## src/rtl/serial_receiver_8bits.sv

```systemverilog
// ---------------------------------------------------------------------------
// serial_receiver_8bits
//
// Receiving end of the 8-bit shift-register link. Bits arrive MSB first, one
// per cycle whenever sin_valid is high, with arbitrarily long gaps allowed.
// A completed byte moves into a separate output register, so the next frame
// can be shifted in while the consumer still holds dout.
//
// Optional feature (macro PARITY_CHECK_EN):
//   When defined, each frame is 9 bits: 8 data bits followed by one
//   even-parity bit. parity_err reports the XOR of all nine bits and is
//   loaded together with dout. When undefined, frames are 8 bits and the
//   parity_err port does not exist.
//
// Ports:
//   clk         in   system clock, rising edge
//   rst         in   asynchronous reset, active low
//   sin         in   serial data bit, sampled only when sin_valid=1
//   sin_valid   in   bit strobe
//   sync        in   synchronous resync: drops partial frame, clears overrun
//   dout_ready  in   consumer accepts dout when high with dout_valid
//   dout        out  [7:0] received byte, stable while dout_valid=1
//   dout_valid  out  dout holds an unconsumed byte
//   busy        out  a frame is partially received
//   overrun     out  sticky: a completed byte was dropped
//   parity_err  out  parity result for the byte in dout (PARITY_CHECK_EN only)
// ---------------------------------------------------------------------------
module serial_receiver_8bits (
  input  logic       clk,
  input  logic       rst,
  input  logic       sin,
  input  logic       sin_valid,
  input  logic       sync,
  input  logic       dout_ready,
  output logic [7:0] dout,
  output logic       dout_valid,
  output logic       busy,
  output logic       overrun
`ifdef PARITY_CHECK_EN
  ,
  output logic       parity_err
`endif
);

`ifdef PARITY_CHECK_EN
  localparam logic [3:0] LAST_BIT = 4'd8;
`else
  localparam logic [3:0] LAST_BIT = 4'd7;
`endif

  logic [3:0] bit_cnt;
  logic [7:0] shift_reg;
  logic       accept;
  logic       complete;
  logic       load;
  logic       drop;
  logic [7:0] new_byte;

  // sync wins over sin_valid: a bit presented during sync is not taken.
  assign accept   = sin_valid && !sync;
  assign complete = accept && (bit_cnt == LAST_BIT);
  assign load     = complete && (!dout_valid || dout_ready);
  assign drop     = complete && dout_valid && !dout_ready;
  assign busy     = (bit_cnt != 4'd0);

`ifdef PARITY_CHECK_EN
  // The last bit is parity; all eight data bits are already in shift_reg.
  assign new_byte = shift_reg;
`else
  // The last data bit is still on sin when the frame completes.
  assign new_byte = {shift_reg[6:0], sin};
`endif

  always_ff @(posedge clk or negedge rst) begin
    if (!rst) begin
      bit_cnt   <= 4'd0;
      shift_reg <= 8'h00;
    end else if (sync) begin
      bit_cnt   <= 4'd0;
      shift_reg <= 8'h00;
    end else if (accept) begin
      shift_reg <= {shift_reg[6:0], sin};
      bit_cnt   <= complete ? 4'd0 : bit_cnt + 4'd1;
    end
  end

  always_ff @(posedge clk or negedge rst) begin
    if (!rst) begin
      dout       <= 8'h00;
      dout_valid <= 1'b0;
    end else if (load) begin
      dout       <= new_byte;
      dout_valid <= 1'b1;
    end else if (dout_valid && dout_ready) begin
      dout_valid <= 1'b0;
    end
  end

  // A drop can never coincide with sync, since completion requires !sync.
  always_ff @(posedge clk or negedge rst) begin
    if (!rst) begin
      overrun <= 1'b0;
    end else if (sync) begin
      overrun <= 1'b0;
    end else if (drop) begin
      overrun <= 1'b1;
    end
  end

`ifdef PARITY_CHECK_EN
  always_ff @(posedge clk or negedge rst) begin
    if (!rst) begin
      parity_err <= 1'b0;
    end else if (load) begin
      parity_err <= (^shift_reg) ^ sin;
    end
  end
`endif

endmodule

```

## config.mk

```make
export PLATFORM = sky130hd
export DESIGN_NAME = serial_receiver_8bits
export DESIGN_NICKNAME = d
export VERILOG_FILES = /design/src/rtl/serial_receiver_8bits.sv
export SDC_FILE = /design/constraint.sdc
export NUM_CORES = 1
export LEC_CHECK = 0
export ABC_AREA = 1
export CAP_MARGIN = 5
export CELL_PAD_IN_SITES_DETAIL_PLACEMENT = 1
export CELL_PAD_IN_SITES_GLOBAL_PLACEMENT = 2
export CORE_MARGIN = 2
export CORE_UTILIZATION = 36
export DETAILED_ROUTE_END_ITERATION = 10
export DONT_BUFFER_PORTS = 1
export PLACE_DENSITY = 0.84
export SLEW_MARGIN = 15
export SYNTH_ARGS = -nofsm -noshare
export SYNTH_HDL_FRONTEND = slang
export SYNTH_SLANG_ARGS = --single-unit
```

## constraint.sdc

```tcl
create_clock -name clk -period 1.4 [get_ports clk]
set_clock_uncertainty 0.05 [all_clocks]
set_input_delay 0.07 -clock clk [delete_from_list [all_inputs] [get_ports clk]]
set_output_delay 0.07 -clock clk [all_outputs]
set_load 0.1 [all_outputs]
```

---- Yosys cells after proc, flatten, opt, wreduce, memory -nomap -nowiden ----
Index checks and enable logic that the tools add are counted.
cells by class
  add/sub/neg operators ................... 1
  reduce and logical (&&, ||, !) cells .... 14
  shift-type cells ........................ 0
  bitwise gates (word level) .............. 0
  $mul .................................... 0
  equal/unequal tests ..................... 1
  mux-type cells .......................... 9
  div/mod/pow operators ................... 0
  $lt $le $gt $ge ......................... 0
operator list
  kind                                                             count
  7-bit two-way mux                                                2
  4-bit two-way mux                                                3
  1-bit logical AND                                                6
  2-bit nonzero test                                               3
  4-bit by 1-bit adder with 4-bit output, second input constant    1
  4-bit by 3-bit == test with 1-bit output, second input constant  1
  1-bit two-way mux                                                4
  4-bit nonzero test                                               1
  1-bit logical NOT                                                3
  1-bit logical OR                                                 1
storage, ports and cells
  bits in read-only memories .............. 0
  word-level logic and storage cells ...... 30
  output and inout port bits .............. 11
  latch bits .............................. 0
  input bits .............................. 6
  register bits after elaboration ......... 21
  memory bits (writable) .................. 0
  memories ................................ 0

---- Longest topological paths before layout ----
Gate-level depths: netlist of run 1.
  word-level depth ........................ 7
  gate-level depth with buffers ........... 7

---- Least setup slack after synthesis of run 1 ----
No wires, ideal clock.
  path type ............................... register -> register
  start ................................... register dout_valid
  end ..................................... register dout[0]
  stages on the path, launching flop included .. 5
  path buffers ............................ 1
  setup slack ............................. -194 ps
  setup time .............................. 122 ps
  data required time ...................... 1228 ps
  arrival ................................. 1422 ps
  cell sequence ........................... dfrtp_1 > nand2_1 > clkbuf_4 > nand4_1 > nand2_1
on the way
  word-level cells in the longest chain between the ends .. 3
RTL lines
  what                    line  RTL
  start, declared         36    output logic dout_valid,
  start signal, assigned  90    dout_valid <= 1'b0;
  start signal, assigned  93    dout_valid <= 1'b1;
  start signal, assigned  95    dout_valid <= 1'b0;
  1-bit logical NOT       62    assign load = complete && (!dout_valid || dout_ready);
  1-bit logical OR        62
  1-bit logical AND       62
  end signal, assigned    92    dout <= new_byte;
  end, declared           35    output logic [7:0] dout,
Every way passes these cells.
A chain may end at the register's enable or synchronous reset.

---- Final worst setup path of run 1 ----
  start ................................... register bit_cnt[0]
  end ..................................... register dout[1]
on the way
  word-level cells in the longest chain between the ends .. 3
RTL lines
  what                                      line  RTL
  start, declared                           51    logic [3:0] bit_cnt;
  start signal, assigned                    83    bit_cnt <= complete ? 4'd0 : bit_cnt + 4'd1;
  4-bit by 3-bit == test with 1-bit output  61    assign complete = accept && (bit_cnt == LAST_BIT);
  1-bit logical AND                         61
  1-bit logical AND                         62
Every way passes these cells.

==> impl_metrics.py, run 1 <==
metrics = {
    "global_routing": {
        "grt_pass1_wl_mm": 3.58,
        "grt_max_degree": 22,
        "grt_pass1_vias": 789,
        "antenna_found_initial": 0,
        "grt_usage_pct": 16.8,
        "gr-total-overflow": 0,
    },
    "critical_path": {
        "worstReg2RegStart": "bit_cnt[0]",
        "cp-end-kind": "register",
        "crit_slowest_cell": "dfrtp_1",
        "cp.arrival_ns": 1.51,
        "reg2reg_to": "dout[1]",
        "worst-setup-path-type": "register to register",
        "crit_fanout": 8,
        "cp-start-kind": "register",
        "r2r_cells": 6,
        "cpPeakStageDelay_ns": 0.44,
        "r2r_slack_ns": 0.04,
        "crit_top_cell": "nand2_2",
        "crit_chain": "ha_2, nand2_2, nor2_4, nand3_4, nand2_2, nand2_1",
        "crit_required_ns": 1.55,
    },
    "floorplan": {
        "dieArea_sq_um": 3000,
        "core_sq_um": 2450,
        "ioPinCount": 17,
        "initial_utilization_pct": 37.8,
        "die_h_um": 54.8,
        "rows": 18,
        "die_w_um": 54.8,
    },
    "route": {
        "wl_per_cell_um": 14.0,
        "vias": 756,
        "viasPerCell": 5.01,
        "drt_iter0_drc": 4,
        "ant_nets": 0,
        "drc": 0,
        "drt_wl_total_mm": 2.12,
        "drt_pass1_iterations": 3,
    },
    "sta": {
        "fin_crit_sh_pct": 97.0,
        "rsz0062_at_grt": "yes",
        "slew_headroom_pct": 35.1,
        "slew_violations": 0,
        "worst-slew-pin-transition_ns": 0.970,
        "tns_ns": 0,
        "setup_slack_ns": 0.0426,
        "fin_crit_ns": 1.36,
        "whs_ns": 0.304,
        "max_freq_ghz": 0.737,
        "setup_viol": 0,
        "hold_viol_final": 0,
    },
    "power_and_ir_drop": {
        "ir_drop_uv": 496,
        "power.total_mw": 1.07,
        "p_per_area_nw_per_um2": 874,
        "leakage_nw": 0.618,
    },
    "layout": {
        "antenna_cells": 0,
        "fillers": 306,
        "multi_input_area_sq_um": 382,
        "drive_gt1_share_pct": 33.9,
        "largest_reg_flops": 8,
        "syn_to_final_growth_pct": 32.3,
        "seqCellArea_sq_um": 527,
        "final_nets": 130,
    },
    "clock_tree": {
        "cts_buffers": 3,
        "ctsLongestPathBuffers": 2,
        "clock-sinks": 21,
        "tritoncts": "yes",
        "clk_pin_slew_ns": 0.12,
        "htreeDepth": 1,
        "root_buffer": "clkbuf_4",
        "insertion_delay_ns": 0.30,
    },
    "min_path": {
        "hold_path_class": "input pin to asynchronous set/reset pin",
    },
    "synth": {
        "ys_ff_latch": 21,
        "syn_avg_cell_area_sq_um": 9.57,
        "synth_top_area_cell": "dfrtp_1",
        "synth.distinct_cells": 17,
        "synthCells": 97,
        "ys_seq_area_share_pct": 56.6,
        "synth_area_sq_um": 928,
        "synth.top_cell.area_share_pct": 56.6,
        "synthTopCellsByArea": "dfrtp_1 57%, nand2_1 11%, nand4_1 6.1%, inv_1 4.9%, o22ai_1 4.0%",
        "yosysWarnings": 0,
        "synthesis.nets": 105,
    },
    "run": {
        "cap_violations": 0,
    },
    "status": {
        "status": "finished clean",
    },
    "place": {
        "gp_congestion": 0.775,
        "detailed_place_hpwl_mm": 1.46,
        "port_buffers": 0,
        "dp_slack_ns": 0.0390,
    },
}
[synth_stat cells]
| library cell | n |
|---|---|
| ha_1 | 2 |
| nand3_2 | 1 |
| o21ai_0 | 4 |
| inv_1 | 12 |
| buf_4 | 1 |
| xnor2_1 | 1 |
| dfrtp_1 | 21 |
| nor2_2 | 2 |
| nand4_1 | 9 |
| nand3_1 | 5 |
| o22ai_1 | 6 |
| nand2_1 | 26 |
| o21ai_2 | 1 |
| clkbuf_4 | 1 |
| inv_2 | 2 |
| nand2_4 | 2 |
| buf_6 | 1 |
[per-stage QoR]
step	util [%]	instance area, sq um	std cells
finish	50.1	1230	151
global route	50.1	1230	151
CTS	47.5	1160	150
detailed placement	42.8	1050	138
global placement	42.8	1050	138
floorplan	-	935	97
[routing by layer]
metal | track usage (%) | share of wire, %
met5 | 0 | 0
met4 | 6.67 | 1.2
met3 | 2.73 | 2.8
met2 | 28.6 | 53
met1 | 20.9 | 43
[cell type report]
class	instances	share of cell area [%]
inverter	14	4.28
tap	30	3.05
sequential	21	42.9
timing repair buffer	23	16.6
clock buffer	4	2.14
multi-input combinational	59	31.1
[cells by family (layout without fill, tap and decap cells)]
| kind of cell | count (synthesis) | after routing | share of synthesized area [%] |
|---|---|---|---|
| AOI/OAI and AO/OA | 11 | 11 | 7.14 |
| xor gates and xnor gates | 1 | 1 | 0.944 |
| adders and majority gates | 2 | 2 | 2.69 |
| buffers and inverters | 17 | 41 | 8.49 |
| DFF | 21 | 21 | 56.6 |
| and+or+nand+nor | 45 | 45 | 24.1 |
[worst max-delay path: cells and delay by family (launching register included)]
kind	cells	cell delay, ns
AND/OR/NAND/NOR	5	0.54
flip-flops	1	0.44
adder cells (fa/ha/maj)	1	0.22
[worst max path at each step]
| stage | start | end | slack (ns) | cells past startpoint |
|---|---|---|---|---|
| after global routing | bit_cnt[0] | dout[2] | -0.06 | 6 |
| final | bit_cnt[0] | dout[1] | 0.04 | 6 |
| after global placement | bit_cnt[1] | dout[1] | 0.14 | 6 |
| after detailed placement | bit_cnt[1] | dout[1] | 0.04 | 6 |
| after CTS | bit_cnt[0] | busy | 0.001 | 4 |
| after floorplan | dout_valid | dout[0] | 0.1 | 4 |
[report_power, final]
group          leakage (nW)  switching (mW)  internal (mW)  total (mW)
Clock                0.0150           0.185          0.111       0.297
Sequential            0.289         0.00969          0.616       0.625
Combinational         0.314          0.0976         0.0547       0.152
[repair_timing]
action | 4_1_cts | 5_1_grt
setup buffers | 2 | 0
gates cloned | 0 | 1
endpoints found under the hold margin | 33 | 0
endpoints found under the setup margin | 1 | 11
gates resized for setup | 4 | 16
pin swaps | 0 | 3
hold buffers | 6 | 0
[layout by cell type (no fill, tap or decap), types with 4 or more instances in the layout]
master         instances
nand2_2                7
o22ai_1                6
nand4_1                9
buf_4                 15
nand3_1                4
dlygate4sd3_1          6
dfrtp_1               20
nand2_1               19
o21ai_0                4
inv_2                  4
inv_1                 10
Note: power is estimated with default switching activity, not from simulation.
==> inputs of run 2 (changes only) <==
--- a/config.mk
+++ b/config.mk
@@ -10,10 +10,11 @@
 export CELL_PAD_IN_SITES_DETAIL_PLACEMENT = 1
 export CELL_PAD_IN_SITES_GLOBAL_PLACEMENT = 2
 export CORE_MARGIN = 2
-export CORE_UTILIZATION = 36
+export CORE_UTILIZATION = 39
+export CTS_BUF_LIST = sky130_fd_sc_hd__clkbuf_8
 export DETAILED_ROUTE_END_ITERATION = 10
 export DONT_BUFFER_PORTS = 1
-export PLACE_DENSITY = 0.84
+export PLACE_DENSITY_LB_ADDON = 0.1
 export SLEW_MARGIN = 15
 export SYNTH_ARGS = -nofsm -noshare
 export SYNTH_HDL_FRONTEND = slang
==> run 2 against run 1 <==
  * Hold slack worse by 0.25 ns
  * Register-to-register slack improved by 0.02 ns
  * Clock power is 31% higher
  * Count of clock-buffer cells in the layout fell by 1
  * Routed wire length grew 3.4%
  * Sequential power about the same
  * Maximum frequency increased by 1.2%
  * Global-route usage increased by 2.0 points
  * Via count is 0.40% higher
  * Sequential cell count unchanged
  * Die area is 7.1% lower
  * Critical endpoint is now bit_cnt[3]
  * Largest cell class unchanged
==> impl_metrics.py, run 2 (synthesis results as in run 1) <==
metrics = {
    "floorplan": {
        "initial_utilization_pct": 41.6,
        "rows": 17,
        "die_w_um": 52.8,
        "ioPinCount": 17,
        "dieArea_sq_um": 2790,
        "core_sq_um": 2230,
        "die_h_um": 52.8,
    },
    "min_path": {
        "hold_depth": 3,
        "min_to": "overrun",
        "hold_start": "dout_ready",
        "hold_path_class": "input pin to register",
    },
    "clock_tree": {
        "cts_buffers": 3,
        "ctsLongestPathBuffers": 2,
        "tritoncts": "yes",
        "root_buffer": "clkbuf_8",
        "insertion_delay_ns": 0.26,
        "htreeDepth": 1,
        "clk_pin_slew_ns": 0.08,
        "clock-sinks": 21,
    },
    "critical_path": {
        "worst-setup-path-type": "register to register",
        "worst-path-buf-inv": 1,
        "r2r_slack_ns": 0.06,
        "r2r_cells": 7,
        "reg2reg_to": "bit_cnt[3]",
        "cpPeakStageDelay_ns": 0.42,
        "cp-end-kind": "register",
        "crit_family": "flip-flops",
        "crit_slowest_cell": "dfrtp_1",
        "cp.arrival_ns": 1.45,
        "crit_top_cell": "nand2_1",
        "crit_fanout": 10,
        "crit_chain": "ha_2, nand2_1, nor2_4, buf_8, nor2_2, nand3_1, nand2_1",
        "worstReg2RegStart": "bit_cnt[0]",
        "crit_required_ns": 1.51,
        "cp-start-kind": "register",
    },
    "global_routing": {
        "antenna_found_initial": 0,
        "grt_usage_pct": 18.8,
        "grt_max_degree": 22,
        "grt_pass1_wl_mm": 3.63,
        "grt_pass1_vias": 760,
        "gr-total-overflow": 0,
    },
    "route": {
        "wl_per_cell_um": 14.9,
        "ant_nets": 0,
        "drc": 0,
        "vias": 759,
        "drt_iter0_drc": 4,
        "drt_wl_total_mm": 2.19,
        "drt_pass1_iterations": 4,
        "viasPerCell": 5.16,
    },
    "sta": {
        "hold_viol_final": 0,
        "slew_headroom_pct": 35.3,
        "fin_crit_ns": 1.34,
        "fin_crit_sh_pct": 95.8,
        "tns_ns": 0,
        "max_freq_ghz": 0.745,
        "worst-slew-pin-transition_ns": 0.967,
        "slew_violations": 0,
        "setup_slack_ns": 0.0581,
        "setup_viol": 0,
    },
    "layout": {
        "drive_gt1_share_pct": 28.6,
        "final_util_pct": 53.9,
        "fillers": 263,
        "multi_input_area_sq_um": 357,
        "final_cell_mix": "26 x nand2_1, 20 x dfrtp_1, 15 x buf_4",
        "final_common_cell": "nand2_1",
        "seqCellArea_sq_um": 527,
        "syn_to_final_growth_pct": 29.6,
        "antenna_cells": 0,
        "largest_reg_flops": 8,
        "final_nets": 128,
    },
    "power_and_ir_drop": {
        "power.total_mw": 1.16,
        "ir_drop_uv": 640,
        "p_per_area_nw_per_um2": 965,
        "leakage_nw": 0.620,
    },
    "run": {
        "cap_violations": 0,
    },
    "place": {
        "gp_congestion": 0.763,
        "dp_slack_ns": 0.0957,
        "port_buffers": 0,
        "detailed_place_hpwl_mm": 1.51,
    },
    "status": {
        "status": "finished clean",
    },
}
==> run 2: cell types whose count changed in the layout (fill, tap and decap cells not counted), sizes merged <==
cell / before / now
clkbuf: 4 / 3
dlygate4sd3: 6 / 4
inv: 14 / 15
==> run 2: area by class of cell <==
| class | count | area share, % |
|---|---|---|
| sequential | 21 | 43.8 |
| multi-input combinational | 59 | 29.6 |
| timing repair buffer | 21 | 15.6 |
| inverter | 14 | 4.37 |
| clock buffer | 3 | 3.43 |
| tap | 28 | 2.91 |
| clock inverter | 1 | 0.312 |
==> run 2: per-stage QoR <==
step | instance area, sq um | hold WS, ns | cells
2_1_floorplan | 935 | -0.276 | 97
3_3_place_gp | 1050 | -0.275 | 136
3_5_place_dp | 1050 | -0.275 | 136
4_1_cts | 1140 | 0.0227 | 144
5_1_grt | 1200 | 0.0622 | 147
6_report | 1200 | 0.0543 | 147
==> run 2: power by group <==
part	switching [mW]	internal [mW]	leakage, nW
Sequential	0.00938	0.615	0.289
Combinational	0.0959	0.0515	0.303
Clock	0.193	0.195	0.0269
Total	0.299	0.862	0.620
==> run 2: worst max path at each step <==
| stage | start | end | slack (ns) | depth (start not counted) |
|---|---|---|---|---|
| floorplan | dout_valid | dout[0] | 0.1 | 4 |
| finish | bit_cnt[0] | bit_cnt[3] | 0.06 | 7 |
| global route | bit_cnt[0] | bit_cnt[3] | -0.02 | 7 |
| global placement | bit_cnt[1] | bit_cnt[3] | 0.15 | 7 |
| CTS | bit_cnt[0] | busy | 0.003 | 4 |
| detailed placement | bit_cnt[0] | bit_cnt[3] | 0.1 | 7 |
==> run 2: timing repair <==
action	4_1_cts	5_1_grt
pin swaps	0	2
setup endpoints to repair	1	9
gates resized for setup	1	11
endpoints found under the hold margin	28	0
hold buffers	4	0
buffers inserted	0	3
==> run 2: per-layer routing <==
layer	vias to the layer above	part of all wire, %	track usage (%)
met5	-	0	0
met4	0	1.5	7.69
met3	4	2.9	5.14
met2	13	51	32.1
met1	377	44	22.0
li1	365	-	-
==> run 2: worst min-delay path, cell delays in order <==
cell and delay, ns:
inv_1 0.02, nand2_1 0.16, o21ai_2 0.08
==> inputs of run 3 (changes only) <==
--- a/config.mk
+++ b/config.mk
@@ -9,7 +9,6 @@
 export CAP_MARGIN = 5
 export CELL_PAD_IN_SITES_DETAIL_PLACEMENT = 1
 export CELL_PAD_IN_SITES_GLOBAL_PLACEMENT = 2
-export CORE_MARGIN = 2
 export CORE_UTILIZATION = 39
 export CTS_BUF_LIST = sky130_fd_sc_hd__clkbuf_8
 export DETAILED_ROUTE_END_ITERATION = 10
==> run 3 against run 2 <==
  * Global-route usage up 1.1 points
  * Maximum frequency up 0.65%
  * Highest routed layer unchanged
  * Critical path depth down 3
  * Critical path type is now register to output port
  * Critical endpoint is now busy
==> impl_metrics.py, run 3 (synthesis results as in run 1) <==
metrics = {
    "layout": {
        "antenna_cells": 0,
        "final_cell_mix": "26 x nand2_1, 20 x dfrtp_1, 13 x buf_4",
        "drive_gt1_share_pct": 26.5,
        "final_common_cell": "nand2_1",
        "fin_area_sq_um": 1180,
        "final_cells": 145,
        "syn_to_final_growth_pct": 26.8,
        "largest_reg_flops": 8,
        "final_nets": 126,
        "fillers": 260,
    },
    "min_path": {
        "hold_depth": 3,
        "min_to": "overrun",
        "hold_start": "dout_ready",
        "hold_path_class": "input pin to register",
    },
    "global_routing": {
        "grt_pass1_vias": 784,
        "grt_usage_pct": 19.8,
        "grt_max_degree": 22,
        "grt_pass1_wl_mm": 3.69,
        "gr-total-overflow": 0,
        "top_usage_layer": "met2",
        "gr-usage-met1_pct": 25.8,
        "met2_usage_pct": 32.9,
        "use_met3_pct": 1.82,
        "antenna_found_initial": 0,
    },
    "place": {
        "placed_cells": 136,
        "dp_slack_ns": 0.114,
        "detailed_place_hpwl_mm": 1.44,
        "placed_area_sq_um": 1050,
        "gp_congestion": 0.773,
        "port_buffers": 0,
    },
    "sta": {
        "hold_viol_final": 0,
        "worst-slew-pin-transition_ns": 0.938,
        "fin_crit_sh_pct": 95.2,
        "setup_viol": 0,
        "tns_ns": 0,
        "slew_headroom_pct": 37.3,
        "fin_crit_ns": 1.33,
        "max_freq_ghz": 0.750,
        "slew_violations": 0,
        "setup_slack_ns": 0.0668,
        "whs_ns": 0.0710,
        "rsz0062_at_grt": "yes",
    },
    "clock_tree": {
        "clock-sinks": 21,
        "root_buffer": "clkbuf_8",
        "clk_pin_slew_ns": 0.08,
        "cts_buffers": 3,
        "ctsLongestPathBuffers": 2,
        "htreeDepth": 1,
        "tritoncts": "yes",
        "insertion_delay_ns": 0.26,
    },
    "floorplan": {
        "core_sq_um": 2230,
        "initial_utilization_pct": 41.6,
        "ioPinCount": 17,
        "die_h_um": 50.8,
        "rows": 17,
        "die_w_um": 50.8,
        "dieArea_sq_um": 2580,
    },
    "critical_path": {
        "cp-end-kind": "output port",
        "r2r_cells": 7,
        "crit_slowest_cell": "dfrtp_1",
        "cp.arrival_ns": 1.21,
        "worst-setup-path-type": "register to output port",
        "crit_fanout": 4,
        "crit_required_ns": 1.28,
        "r2r_slack_ns": 0.09,
        "crit_family": "flip-flops",
        "cpPeakStageDelay_ns": 0.42,
        "worstReg2RegStart": "bit_cnt[0]",
        "cp-start-kind": "register",
        "worst-path-buf-inv": 2,
        "reg2reg_to": "bit_cnt[3]",
        "crit_chain": "inv_2, ha_1, nand3_2, buf_12",
    },
    "status": {
        "status": "finished clean",
    },
    "route": {
        "drt_wl_total_mm": 2.14,
        "drt_pass1_iterations": 3,
        "ant_nets": 0,
        "viasPerCell": 5.04,
        "wl_per_cell_um": 14.8,
        "drt_iter0_drc": 8,
        "drc": 0,
        "vias": 731,
    },
    "power_and_ir_drop": {
        "p_per_area_nw_per_um2": 977,
        "ir_drop_uv": 556,
        "leakage_nw": 0.609,
    },
    "run": {
        "cap_violations": 0,
    },
}
[run 3: cell count changes in the layout (fill, tap and decap cells not counted), sizes merged]
| cell | delta |
|---|---|
| clkinv | +1 |
| buf | -2 |
| inv | -1 |
[run 3: layout make-up]
type                    instances  area [sq um]  area share (%)
flip-flops and latches         21           527            44.7
clock buffers                   3          41.3            3.51
repair buffers                 19           173            14.7
clock inverters                 1          5.00           0.425
inverters                      14          52.6            4.46
multi-input cells              59           344            29.2
well taps                      28          35.0            2.98
[run 3: report_power, final]
part	switching (mW)	internal, mW	total [mW]	leakage [nW]
registers	0.00873	0.615	0.624	0.289
logic	0.0918	0.0429	0.135	0.294
clock network	0.194	0.198	0.392	0.0255
total	0.295	0.856	1.15	0.609
[run 3: metrics by stage]
stage / power [mW] / utilization [%]
6_report: 1.15 / 52.7
5_1_grt: 1.20 / 52.7
4_1_cts: 1.15 / 51.0
3_5_place_dp: 0.734 / 46.9
3_3_place_gp: 0.732 / 46.9
2_1_floorplan: 0.712 / -
[run 3: worst min-delay path, delay by kind of cell]
| family | cells | cell delay [ns] |
|---|---|---|
| buffers and inverters | 1 | 0.02 |
| and+or+nand+nor | 1 | 0.18 |
| AOI/OAI and AO/OA | 1 | 0.08 |
[run 3: repair_timing]
item | CTS | global route
buffers inserted | 0 | 1
pin swaps | 0 | 0
hold buffers | 4 | 0
cloned | 0 | 0
endpoints found under the hold margin | 30 | 0
setup endpoints to repair | 1 | 10
resized for setup | 1 | 8
[run 3: worst max path at each step]
stage               start          to  slack [ns]  cells after the start
6_report       bit_cnt[0]        busy        0.07                      4
5_1_grt        bit_cnt[0]     dout[1]       -0.03                      6
4_1_cts        bit_cnt[0]        busy        0.01                      4
3_5_place_dp   bit_cnt[0]  bit_cnt[3]        0.11                      7
3_3_place_gp   bit_cnt[1]  bit_cnt[3]        0.15                      7
2_1_floorplan  dout_valid     dout[0]         0.1                      4
[run 3: metal layers]
| layer | vias up | wire, um |
|---|---|---|
| li1 | 356 | - |
| met1 | 355 | 917 |
| met2 | 16 | 1130 |
| met3 | 4 | 61 |
| met4 | 0 | 36 |
| met5 | - | 0 |
